File: config.mk
export PLATFORM = sky130hd
export DESIGN_NAME = dm_arbiter
export DESIGN_NICKNAME = d
export VERILOG_FILES = /design/src/rtl/dm_arbiter.sv
export SDC_FILE = /design/constraint.sdc
export NUM_CORES = 1
export LEC_CHECK = 0
export BUFFER_PORTS_ARGS = -buffer_cell sky130_fd_sc_hd__buf_2
export CORE_MARGIN = 1.5
export CORE_UTILIZATION = 49
export CTS_BUF_LIST = sky130_fd_sc_hd__clkbuf_8
export DETAILED_ROUTE_END_ITERATION = 12
export GPL_TIMING_DRIVEN = 0
export PLACE_DENSITY_LB_ADDON = 0.1
export SLEW_MARGIN = 40
export SYNTH_ARGS = -nofsm -noshare
export SYNTH_HDL_FRONTEND = slang
export SYNTH_SLANG_ARGS = --single-unit
File: constraint.sdc
create_clock -name clk -period 3.8 [get_ports clk]
set_input_delay 0.38 -clock clk [delete_from_list [all_inputs] [get_ports clk]]
set_output_delay 0.38 -clock clk [all_outputs]
set_load 0.02 [all_outputs]
File: src/rtl/dm_arbiter.sv
// dm_arbiter: two-requester arbiter/sequencer for the 1 KiB data memory.
// Optional word-alignment check enabled by defining DM_ARB_ALIGN_CHECK_EN.
module dm_arbiter #(
   parameter int RR_EN = 1,
   parameter int AW    = 10
) (
   input  logic          clk,
   input  logic          reset,
   input  logic          m0_req,
   input  logic          m0_we,
   input  logic          m0_sel,
   input  logic [AW-1:0] m0_addr,
   input  logic [31:0]   m0_wdata,
   output logic          m0_ack,
   output logic [31:0]   m0_rdata,
   output logic          m0_err,
   input  logic          m1_req,
   input  logic          m1_we,
   input  logic          m1_sel,
   input  logic [AW-1:0] m1_addr,
   input  logic [31:0]   m1_wdata,
   output logic          m1_ack,
   output logic [31:0]   m1_rdata,
   output logic          m1_err,
   output logic [AW-1:0] dm_addr,
   output logic [31:0]   dm_din,
   output logic          dm_we,
   output logic          dm_sel,
   input  logic [31:0]   dm_dout
);
   localparam logic DM_WORD = 1'b0;
   localparam logic [1:0] IDLE = 2'd0, ACCESS = 2'd1, DONE = 2'd2;

   logic [1:0]    state_q, state_d;
   logic          gnt_q, gnt_d, last_q, last_d, we_q, we_d, sel_q, sel_d, err_q, err_d;
   logic [AW-1:0] addr_q, addr_d;
   logic [31:0]   wdata_q, wdata_d, rdata_q, rdata_d;
   logic          win, go, bad, w_sel, acc, done;
   logic [AW-1:0] w_addr;

   always_comb begin
      // On a tie, round-robin picks m1 only when m0 was granted last.
      win     = m1_req & (~m0_req | ((RR_EN != 0) & ~last_q));
      go      = (state_q == IDLE) & (m0_req | m1_req);
      w_sel   = win ? m1_sel : m0_sel;
      w_addr  = win ? m1_addr : m0_addr;
`ifdef DM_ARB_ALIGN_CHECK_EN
      bad     = (w_sel == DM_WORD) && (w_addr[1:0] != 2'b00);
`else
      bad     = 1'b0;
`endif
      state_d = (state_q == IDLE) ? (go ? ACCESS : IDLE) : (state_q == ACCESS) ? DONE : IDLE;
      gnt_d   = go ? win : gnt_q;
      last_d  = go ? win : last_q;
      we_d    = go ? (win ? m1_we : m0_we) : we_q;
      sel_d   = go ? w_sel : sel_q;
      addr_d  = go ? w_addr : addr_q;
      wdata_d = go ? (win ? m1_wdata : m0_wdata) : wdata_q;
      err_d   = go ? bad : err_q;
      rdata_d = (state_q == ACCESS) ? (err_q ? 32'd0 : dm_dout) : rdata_q;
   end

   always_ff @(posedge clk) begin
      if (reset) begin
         state_q <= IDLE;
         gnt_q   <= 1'b0;
         last_q  <= 1'b1;
         we_q    <= 1'b0;
         sel_q   <= DM_WORD;
         addr_q  <= '0;
         wdata_q <= '0;
         err_q   <= 1'b0;
         rdata_q <= '0;
      end else begin
         state_q <= state_d;
         gnt_q   <= gnt_d;
         last_q  <= last_d;
         we_q    <= we_d;
         sel_q   <= sel_d;
         addr_q  <= addr_d;
         wdata_q <= wdata_d;
         err_q   <= err_d;
         rdata_q <= rdata_d;
      end
   end

   // Error transactions keep the memory pins idle; reset blocks any in-flight write.
   assign acc      = (state_q == ACCESS) & ~err_q;
   assign done     = (state_q == DONE);
   assign dm_we    = acc & we_q & ~reset;
   assign dm_addr  = acc ? addr_q : '0;
   assign dm_din   = acc ? wdata_q : 32'd0;
   assign dm_sel   = acc ? sel_q : DM_WORD;
   assign m0_ack   = done & ~gnt_q;
   assign m1_ack   = done & gnt_q;
   assign m0_rdata = m0_ack ? rdata_q : 32'd0;
   assign m1_rdata = m1_ack ? rdata_q : 32'd0;
   assign m0_err   = m0_ack & err_q;
   assign m1_err   = m1_ack & err_q;
endmodule

==> results of run 1 <==
-- state kept, by name, indices dropped and copies added, names as in the netlist --
signal / count
rdata_q: 32
wdata_q: 32
addr_q: 10
state_q: 2
gnt_q: 1
last_q: 1
sel_q: 1
we_q: 1
-- where the power goes --
| group | total (mW) | leakage (nW) | switching [mW] | internal [mW] |
|---|---|---|---|---|
| Combinational | 0.451 | 2.05 | 0.262 | 0.189 |
| Clock | 0.533 | 0.0769 | 0.303 | 0.230 |
| Sequential | 0.961 | 0.660 | 0.0426 | 0.918 |
| Total | 1.94 | 2.79 | 0.608 | 1.34 |
-- worst reg2reg max path, delay by kind of cell (launching register included) --
family                 cells  cell delay (ns)
AO/OA/AOI/OAI              1             0.14
flip-flops                 1             0.36
buffers and inverters      1             0.30
AND/OR/NAND/NOR            2             0.51
-- layout by cell type (no fill, tap or decap), drive strengths merged, types with 2 or more instances in the layout --
| master | count |
|---|---|
| nor2 | 4 |
| and2 | 108 |
| nand2 | 154 |
| dfxtp | 80 |
| clkinvlp | 3 |
| clkbuf | 30 |
| clkinv | 3 |
| or2 | 2 |
| a21oi | 77 |
| buf | 263 |
| a311oi | 44 |
| conb | 2 |
-- final cells by class --
cell class	count	area, sq um
Fill cell	746	2589
Multi-Input combinational cell	401	2195
Sequential cell	80	1602
Timing Repair Buffer	232	1161
Buffer	52	295.3
Tap cell	105	131.4
Clock buffer	9	123.9
Clock inverter	6	37.54
-- logic make-up after synthesis --
kind of cell | count (synthesis)
buffers and inverters | 52
AND/OR/NAND/NOR | 274
AO/OA/AOI/OAI | 125
flip-flops | 80
other | 1
-- worst paths after layout --
check                                         startpoint                       end  slack, ns  cells past startpoint
worst min register to register  rdata_q[15]$_SDFFE_PP0N_  rdata_q[15]$_SDFFE_PP0N_       0.46                      2
worst max register to register     state_q[0]$_SDFF_PP0_  wdata_q[17]$_SDFFE_PP0P_       2.36                      4
worst max-delay path               state_q[0]$_SDFF_PP0_                dm_din[14]       1.47                      5
worst min-delay path                         dm_dout[19]  rdata_q[19]$_SDFFE_PP0N_       0.27                      3
-- per-layer routing --
layer | share of wire, % | vias up
li1 | - | 2264
met1 | 42 | 2027
met2 | 49 | 185
met3 | 6.3 | 25
met4 | 2.3 | 0
met5 | 0 | -
==> impl_metrics.toml, run 1 <==
[routing]
ant_nets = 0
routed_wl_microns = 12080
drtIter0Drc = 213
drt_first_pass_iters = 4
routed-via-count = 4501
drc = 0
wl_per_cell_microns = 13.65
drt-vias-per-instance = 5.086

[clock_tree]
cts_sinks = 80
cts_buffer_depth = 2
path_clk_slew_ns = 0.09
post_cts_buffers = 0
ctsHtreeMaxLevel = 3
cts-resized-gates = 0
insertion_delay_ns = 0.34
cts_buffers = 9
ctsRootBufferMaster = "clkbuf_8"
hold_buffers = 0
cts_tree = "built"

[global_routing]
grt_max_degree = 14
grt_pass1_wl_microns = 18700
grt_use_met1_pct = 32.80
met3_usage_pct = 4.509
grt_pass1_vias = 4011
antenna_found_initial = 0
grtUsageMet2_pct = 45.50
busiest_layer = "met2"
gr-total-overflow = 0
track_usage_pct = 26.32

[power_and_ir_drop]
vdd_ir_drop_max_mv = 0.2036
leakage_nw = 2.788
power_mw = 1.944
power_density_nw_per_um2 = 350.6

[worst_setup_path]
crit_family = "buffers and inverters"
worst_path_most_repeated_cell = "buf_2"
crit_type = "reg -> out"
critPathBufInv = 3
cp_slowest_cell = "dfxtp_1"
crit_path_end_kind = "output pin"
crit_required_ns = 3.42
worstPathArrival_ns = 1.95
cpPeakStageDelay_ns = 0.42
cp_max_fo = 10
path_cells = "and2b_1 -> buf_2 -> clkbuf_1 -> and2_1 -> buf_2"
cp-start-kind = "register"

[timing]
finalMaxSlewViolations = 0
fmax_mhz = 429.4
fin_tns_setup_ns = 0
whs_ns = 0.2681
min_period_ns = 2.329
finalClockSkew_ns = 0.01007
tightestPinTransition_ns = 0.6006
period_share_pct = 61.28
timing.slew.headroom_pct = 59.96
rsz0062_at_grt = "no"
setup_viol = 0
layout_setup_ws_ns = 1.471
final_hold_viol_count = 0

[logic_synthesis]
synthSimpleGateAreaFrac_pct = 32.66
muxShareOfSynthArea_pct = 0
synthAdderAreaFrac_pct = 0
synth-async-reset-ratio_pct = 0
synthCells = 532
ys_seq_elements = 80
synth-main-ff-cell = "dfxtp_1"
ys_seq_area_share_pct = 39.18
synthTopCellsByArea = "dfxtp_1 39%, and2_1 17%, nand2_1 14%, a21oi_1 9.4%, a311oi_1 8.1%"
yosys-top-cells-count = "154 x nand2_1, 108 x and2_1, 80 x dfxtp_1, 77 x a21oi_1, 38 x a311oi_1"
synth_xor_area_share_pct = 0
synth_enable_flop_cells = 0
synth_compound_area_share_pct = 20.84
yosys_warnings = 0
synth_top_family_by_area = "simple AND/OR/NAND/NOR gates"
synth_top_cell_by_area = "dfxtp_1"
synth.most_common_cell = "nand2_1"
yosysTopAreaCellShare_pct = 39.18
synth_area_per_cell_sq_um = 7.684
synthesis.area_sq_um = 4088
synth_cell_types = 24

[placement]
dpl.hpwl_microns = 9204
pre_cts_ws_ns = 1.828
dpl_cell_area_sq_um = 5384
post-place-cells = 870
io_buffers = 232
place.gp.congestion = 0.8178

[outcome]
outcome = "completed"

[flow_run]
drv_cap = 0

[cells_and_area]
antenna_cells = 0
finish.utilization_pct = 68.17
final_area_sq_um = 5545
nets = 900
drive_gt1_share_pct = 36.79
syn_to_final_growth_pct = 35.66
layoutNonFillerInstCount = 885

[floorplanning]
rows = 33
pin_count = 236
die_area_sq_um = 8899
core-area_sq_um = 8134
start_util_pct = 50.25
die_y_microns = 94.34
dieWidth_microns = 94.34

[hold_path]
hp-class = "in -> reg"
Note: power is estimated with default switching activity, not from simulation.
==> inputs of run 2 (changes only) <==
CORE_UTILIZATION = 41   (was 49)
clock period = 2 ns   (was 3.8 ns; I/O delays follow)
==> run 2 against run 1 <==
Final area rose by 1.1%. Worst setup slack got worse by 1.4 ns. Non-clock buffer count stayed put. Combinational power rose by 91%. Sequential share of layout area fell by 0.28 points. First-iteration DRC count fell by 43%. Clock-buffer cell count grew 2.
==> impl_metrics.toml, run 2 (synthesized netlist as in run 1, its figures left out) <==
[placement]
io_buffers = 232
dpl.hpwl_microns = 9404
post-place-cells = 898
place.gp.congestion = 0.8135

[timing]
fin_tns_setup_ns = 0
timing.slew.headroom_pct = 58.48
period_share_pct = 94.65
setup_viol = 0
fmax_mhz = 528.3
finalMaxSlewViolations = 0
finalClockSkew_ns = 0.005301
min_period_ns = 1.893
tightestPinTransition_ns = 0.6228
rsz0062_at_grt = "no"
final_hold_viol_count = 0

[worst_setup_path]
critPathBufInv = 3
crit_required_ns = 1.80
cp_slowest_cell = "dfxtp_1"
cp_max_fo = 10
worstPathArrival_ns = 1.69
crit_type = "reg -> out"
cp-start-kind = "register"
crit_family = "buffers and inverters"
cpPeakStageDelay_ns = 0.41
path_cells = "and2b_1 -> buf_4 -> clkbuf_4 -> and2_1 -> buf_2"
crit_path_end_kind = "output pin"

[clock_tree]
cts_buffer_depth = 2
cts_buffers = 9
post_cts_buffers = 0
hold_buffers = 0
ctsHtreeMaxLevel = 3
cts_tree = "built"
ctsRootBufferMaster = "clkbuf_8"
cts_sinks = 80
path_clk_slew_ns = 0.07
insertion_delay_ns = 0.34

[cells_and_area]
drive_gt1_share_pct = 37.66
fillerInstances = 1003
reg_top3 = "rdata_q: 32 flops, wdata_q: 32 flops, addr_q: 10 flops"
syn_to_final_growth_pct = 37.10
layoutNonFillerInstCount = 911
most-common-layout-cells = "245 x buf_2, 154 x nand2_1, 108 x and2_1"
nets = 900
final_common_cell = "buf_2"
antenna_cells = 0

[floorplanning]
core-area_sq_um = 9729
die_y_microns = 102.9
rows = 36
pin_count = 236
die_area_sq_um = 10580
dieWidth_microns = 102.9
start_util_pct = 42.01

[outcome]
outcome = "completed"

[routing]
drc = 0
wl_per_cell_microns = 13.52
drt_first_pass_iters = 4
routed-via-count = 4484
drtIter0Drc = 122
routed_wl_microns = 12320
drt-vias-per-instance = 4.922
ant_nets = 0

[hold_path]
hp-class = "in -> reg"

[global_routing]
antenna_found_initial = 0
gr-total-overflow = 0
grt_pass1_wl_microns = 18550
track_usage_pct = 22.40
grt_max_degree = 12
grt_pass1_vias = 4024

[power_and_ir_drop]
vdd_ir_drop_max_mv = 0.3208
power_density_nw_per_um2 = 664.2
leakage_nw = 2.827

[flow_run]
drv_cap = 0
-- run 2: path summary, 6_finish.rpt --
| path | slack [ns] | depth (start not counted) | start | endpoint |
|---|---|---|---|---|
| min | 0.09 | 3 | dm_dout[28] | rdata_q[28]$_SDFFE_PP0N_ |
| min reg2reg | 0.46 | 2 | rdata_q[12]$_SDFFE_PP0N_ | rdata_q[12]$_SDFFE_PP0N_ |
| max reg2reg | 0.57 | 4 | state_q[0]$_SDFF_PP0_ | wdata_q[18]$_SDFFE_PP0P_ |
| max | 0.11 | 5 | state_q[1]$_SDFF_PP0_ | dm_din[26] |
-- run 2: tightest hold or removal path, stage by stage --
cell and delay (ns):
buf_2 0.09, nand2_1 0.04, a21oi_1 0.05
-- run 2: final cells by class --
cell class	instances	area, sq um	share of cell area [%]
Timing Repair Buffer	232	1161	20.72
Tap cell	133	166.4	2.969
Buffer	52	312.8	5.582
Clock buffer	11	151.4	2.701
Clock inverter	2	8.758	0.1563
Sequential cell	80	1603	28.60
Multi-Input combinational cell	401	2201	39.27
-- run 2: power breakdown --
part | internal [mW] | switching, mW | total [mW]
Clock | 0.492 | 0.544 | 1.04
Sequential | 1.74 | 0.0803 | 1.83
Combinational | 0.364 | 0.496 | 0.861
-- run 2: routing by layer --
layer / part of all wire [%] / track usage [%] / vias up
li1: - / - / 2263
met3: 7.1 / 5.085 / 26
met1: 42 / 26.98 / 2020
met2: 48 / 38.16 / 175
met4: 2.8 / 10.29 / 0
met5: 0 / 0 / -
-- run 2: metrics by stage --
| step | setup WS (ns) | power (mW) | utilization [%] | cell area, sq um | hold slack [ns] |
|---|---|---|---|---|---|
| CTS | 0.005646 | 3.755 | 57.50 | 5594 | 0.07012 |
| global placement | 0.1818 | 2.699 | 55.70 | 5419 | 0.4425 |
| finish | 0.1070 | 3.722 | 57.60 | 5604 | 0.09001 |
| floorplan | 0.5425 | 2.397 | - | 4091 | 0.3360 |
| detailed placement | 0.1737 | 2.719 | 55.70 | 5419 | 0.4467 |
| global route | 0.02306 | 3.921 | 57.60 | 5604 | 0.08023 |
-- run 2: repair_timing --
| action | CTS | global route |
|---|---|---|
| gates cloned | 0 | 0 |
| gates resized for setup | 6 | 14 |
| endpoints found under the setup margin | 49 | 61 |
==> inputs of run 3 (changes only) <==
PLACE_DENSITY_LB_ADDON = 0.15   (was 0.1)
==> run 3 against run 2 <==
Via count up 0.98%. Sequential power is essentially flat. Worst hold slack lost 0.013 ns. Clock power barely moved. Core utilization is 0.090 points higher. Sequential cell count unchanged. Register-to-register slack got worse by 0.02 ns. Critical path depth unchanged. Sequential share of layout area is essentially flat. Critical path type unchanged. Critical endpoint is now dm_din[27]. Largest power group unchanged.
==> impl_metrics.toml, run 3 (synthesized netlist as in run 1, its figures left out) <==
[outcome]
outcome = "completed"

[clock_tree]
cts_buffers = 9
cts_tree = "built"
insertion_delay_ns = 0.35
path_clk_slew_ns = 0.09
ctsRootBufferMaster = "clkbuf_8"
post_cts_buffers = 0
hold_buffers = 0
cts_buffer_depth = 2
ctsHtreeMaxLevel = 3
cts_sinks = 80

[timing]
fin_tns_setup_ns = 0
fmax_mhz = 529.4
rsz0062_at_grt = "no"
final_hold_viol_count = 0
min_period_ns = 1.889
finalClockSkew_ns = 0.01244
layout_setup_ws_ns = 0.1110
setup_viol = 0
whs_ns = 0.07697
timing.slew.headroom_pct = 57.10
finalMaxSlewViolations = 0
tightestPinTransition_ns = 0.6434
period_share_pct = 94.45

[placement]
place.gp.congestion = 0.8092
dpl_cell_area_sq_um = 5419
dpl.hpwl_microns = 9502
io_buffers = 232
pre_cts_ws_ns = 0.1252
post-place-cells = 898

[floorplanning]
die_y_microns = 102.9
pin_count = 236
rows = 36
die_area_sq_um = 10580
start_util_pct = 42.01
core-area_sq_um = 9729
dieWidth_microns = 102.9

[worst_setup_path]
cp_max_fo = 10
crit_type = "reg -> out"
reg2reg_from = "state_q[0]$_SDFF_PP0_"
r2r_cells = 4
crit_required_ns = 1.80
cp_slowest_cell = "dfxtp_2"
worstPathArrival_ns = 1.69
r2r_slack_ns = 0.55
cp-start-kind = "register"
reg2reg_to = "wdata_q[20]$_SDFFE_PP0P_"
crit_path_end_kind = "output pin"
cpPeakStageDelay_ns = 0.37
path_cells = "and2b_2 -> buf_4 -> clkbuf_4 -> and2_1 -> buf_2"
critPathBufInv = 3
crit_family = "buffers and inverters"

[power_and_ir_drop]
power_density_nw_per_um2 = 663.9
vdd_ir_drop_max_mv = 0.3004
power_mw = 3.727
leakage_nw = 2.817

[global_routing]
antenna_found_initial = 0
gr-total-overflow = 0
track_usage_pct = 22.80
grt_pass1_vias = 4113
grt_max_degree = 14
grt_pass1_wl_microns = 18860

[cells_and_area]
fillerInstances = 1016
syn_to_final_growth_pct = 37.31
drive_gt1_share_pct = 37.64
most-common-layout-cells = "244 x buf_2, 154 x nand2_1, 108 x and2_1"
nets = 900
layoutNonFillerInstCount = 914
reg_top3 = "rdata_q: 32 flops, wdata_q: 32 flops, addr_q: 10 flops"
antenna_cells = 0
final_area_sq_um = 5613
finish.utilization_pct = 57.69
final_common_cell = "buf_2"

[routing]
drt-vias-per-instance = 4.954
drt_first_pass_iters = 4
wl_per_cell_microns = 13.71
routed_wl_microns = 12530
ant_nets = 0
drc = 0
drtIter0Drc = 88
routed-via-count = 4528

[hold_path]
hold_depth = 3
holdPathEnd = "rdata_q[26]$_SDFFE_PP0N_"
min_from = "dm_dout[26]"
hp-class = "in -> reg"

[flow_run]
drv_cap = 0
## run 3: cell count changes in the layout (fill, tap and decap cells not counted), sizes merged
cell | before | now
clkinvlp | 0 | 3
clkbuf | 32 | 30
inv | 1 | 3
## run 3: worst reg2reg max path, stage by stage, from the launching register on
cell,delay [ns]
dfxtp_2,0.35
or2_1,0.29
nor2_4,0.23
buf_2,0.30
a311oi_1,0.14
## run 3: worst max path at each step
| stage | startpoint | endpoint | depth (start not counted) |
|---|---|---|---|
| finish | state_q[1]$_SDFF_PP0_ | dm_din[27] | 5 |
| global route | state_q[0]$_SDFF_PP0_ | dm_din[27] | 5 |
| CTS | state_q[1]$_SDFF_PP0_ | dm_addr[9] | 5 |
| detailed placement | state_q[0]$_SDFF_PP0_ | dm_din[11] | 5 |
| global placement | state_q[0]$_SDFF_PP0_ | dm_din[11] | 5 |
| floorplan | state_q[1]$_SDFF_PP0_ | m0_rdata[22] | 3 |
## run 3: area by class of cell
| type | count | area [sq um] | area share, % |
|---|---|---|---|
| plain buffers | 52 | 312.8 | 5.573 |
| clock inverters | 7 | 42.54 | 0.7579 |
| clock buffers | 9 | 123.9 | 2.207 |
| repair buffers | 232 | 1161 | 20.69 |
| well taps | 133 | 166.4 | 2.965 |
| flip-flops and latches | 80 | 1604 | 28.58 |
| multi-input cells | 401 | 2202 | 39.23 |
## run 3: where the power goes
part	switching (mW)	internal (mW)	leakage, nW
Clock	0.597	0.440	0.0852
Combinational	0.499	0.365	2.07
Sequential	0.0808	1.74	0.661
## run 3: timing repair
item / in CTS / in global routing
pin swaps: 0 / 0
endpoints found under the setup margin: 40 / 52
gates resized for setup: 10 / 6
## run 3: per-layer routing
layer	vias up	wire length, microns	GRT usage (%)
li1	2263	-	-
met1	2049	5149	26.43
met2	191	6088	40.04
met3	25	1011	5.492
met4	0	284	10.08
met5	-	0	0
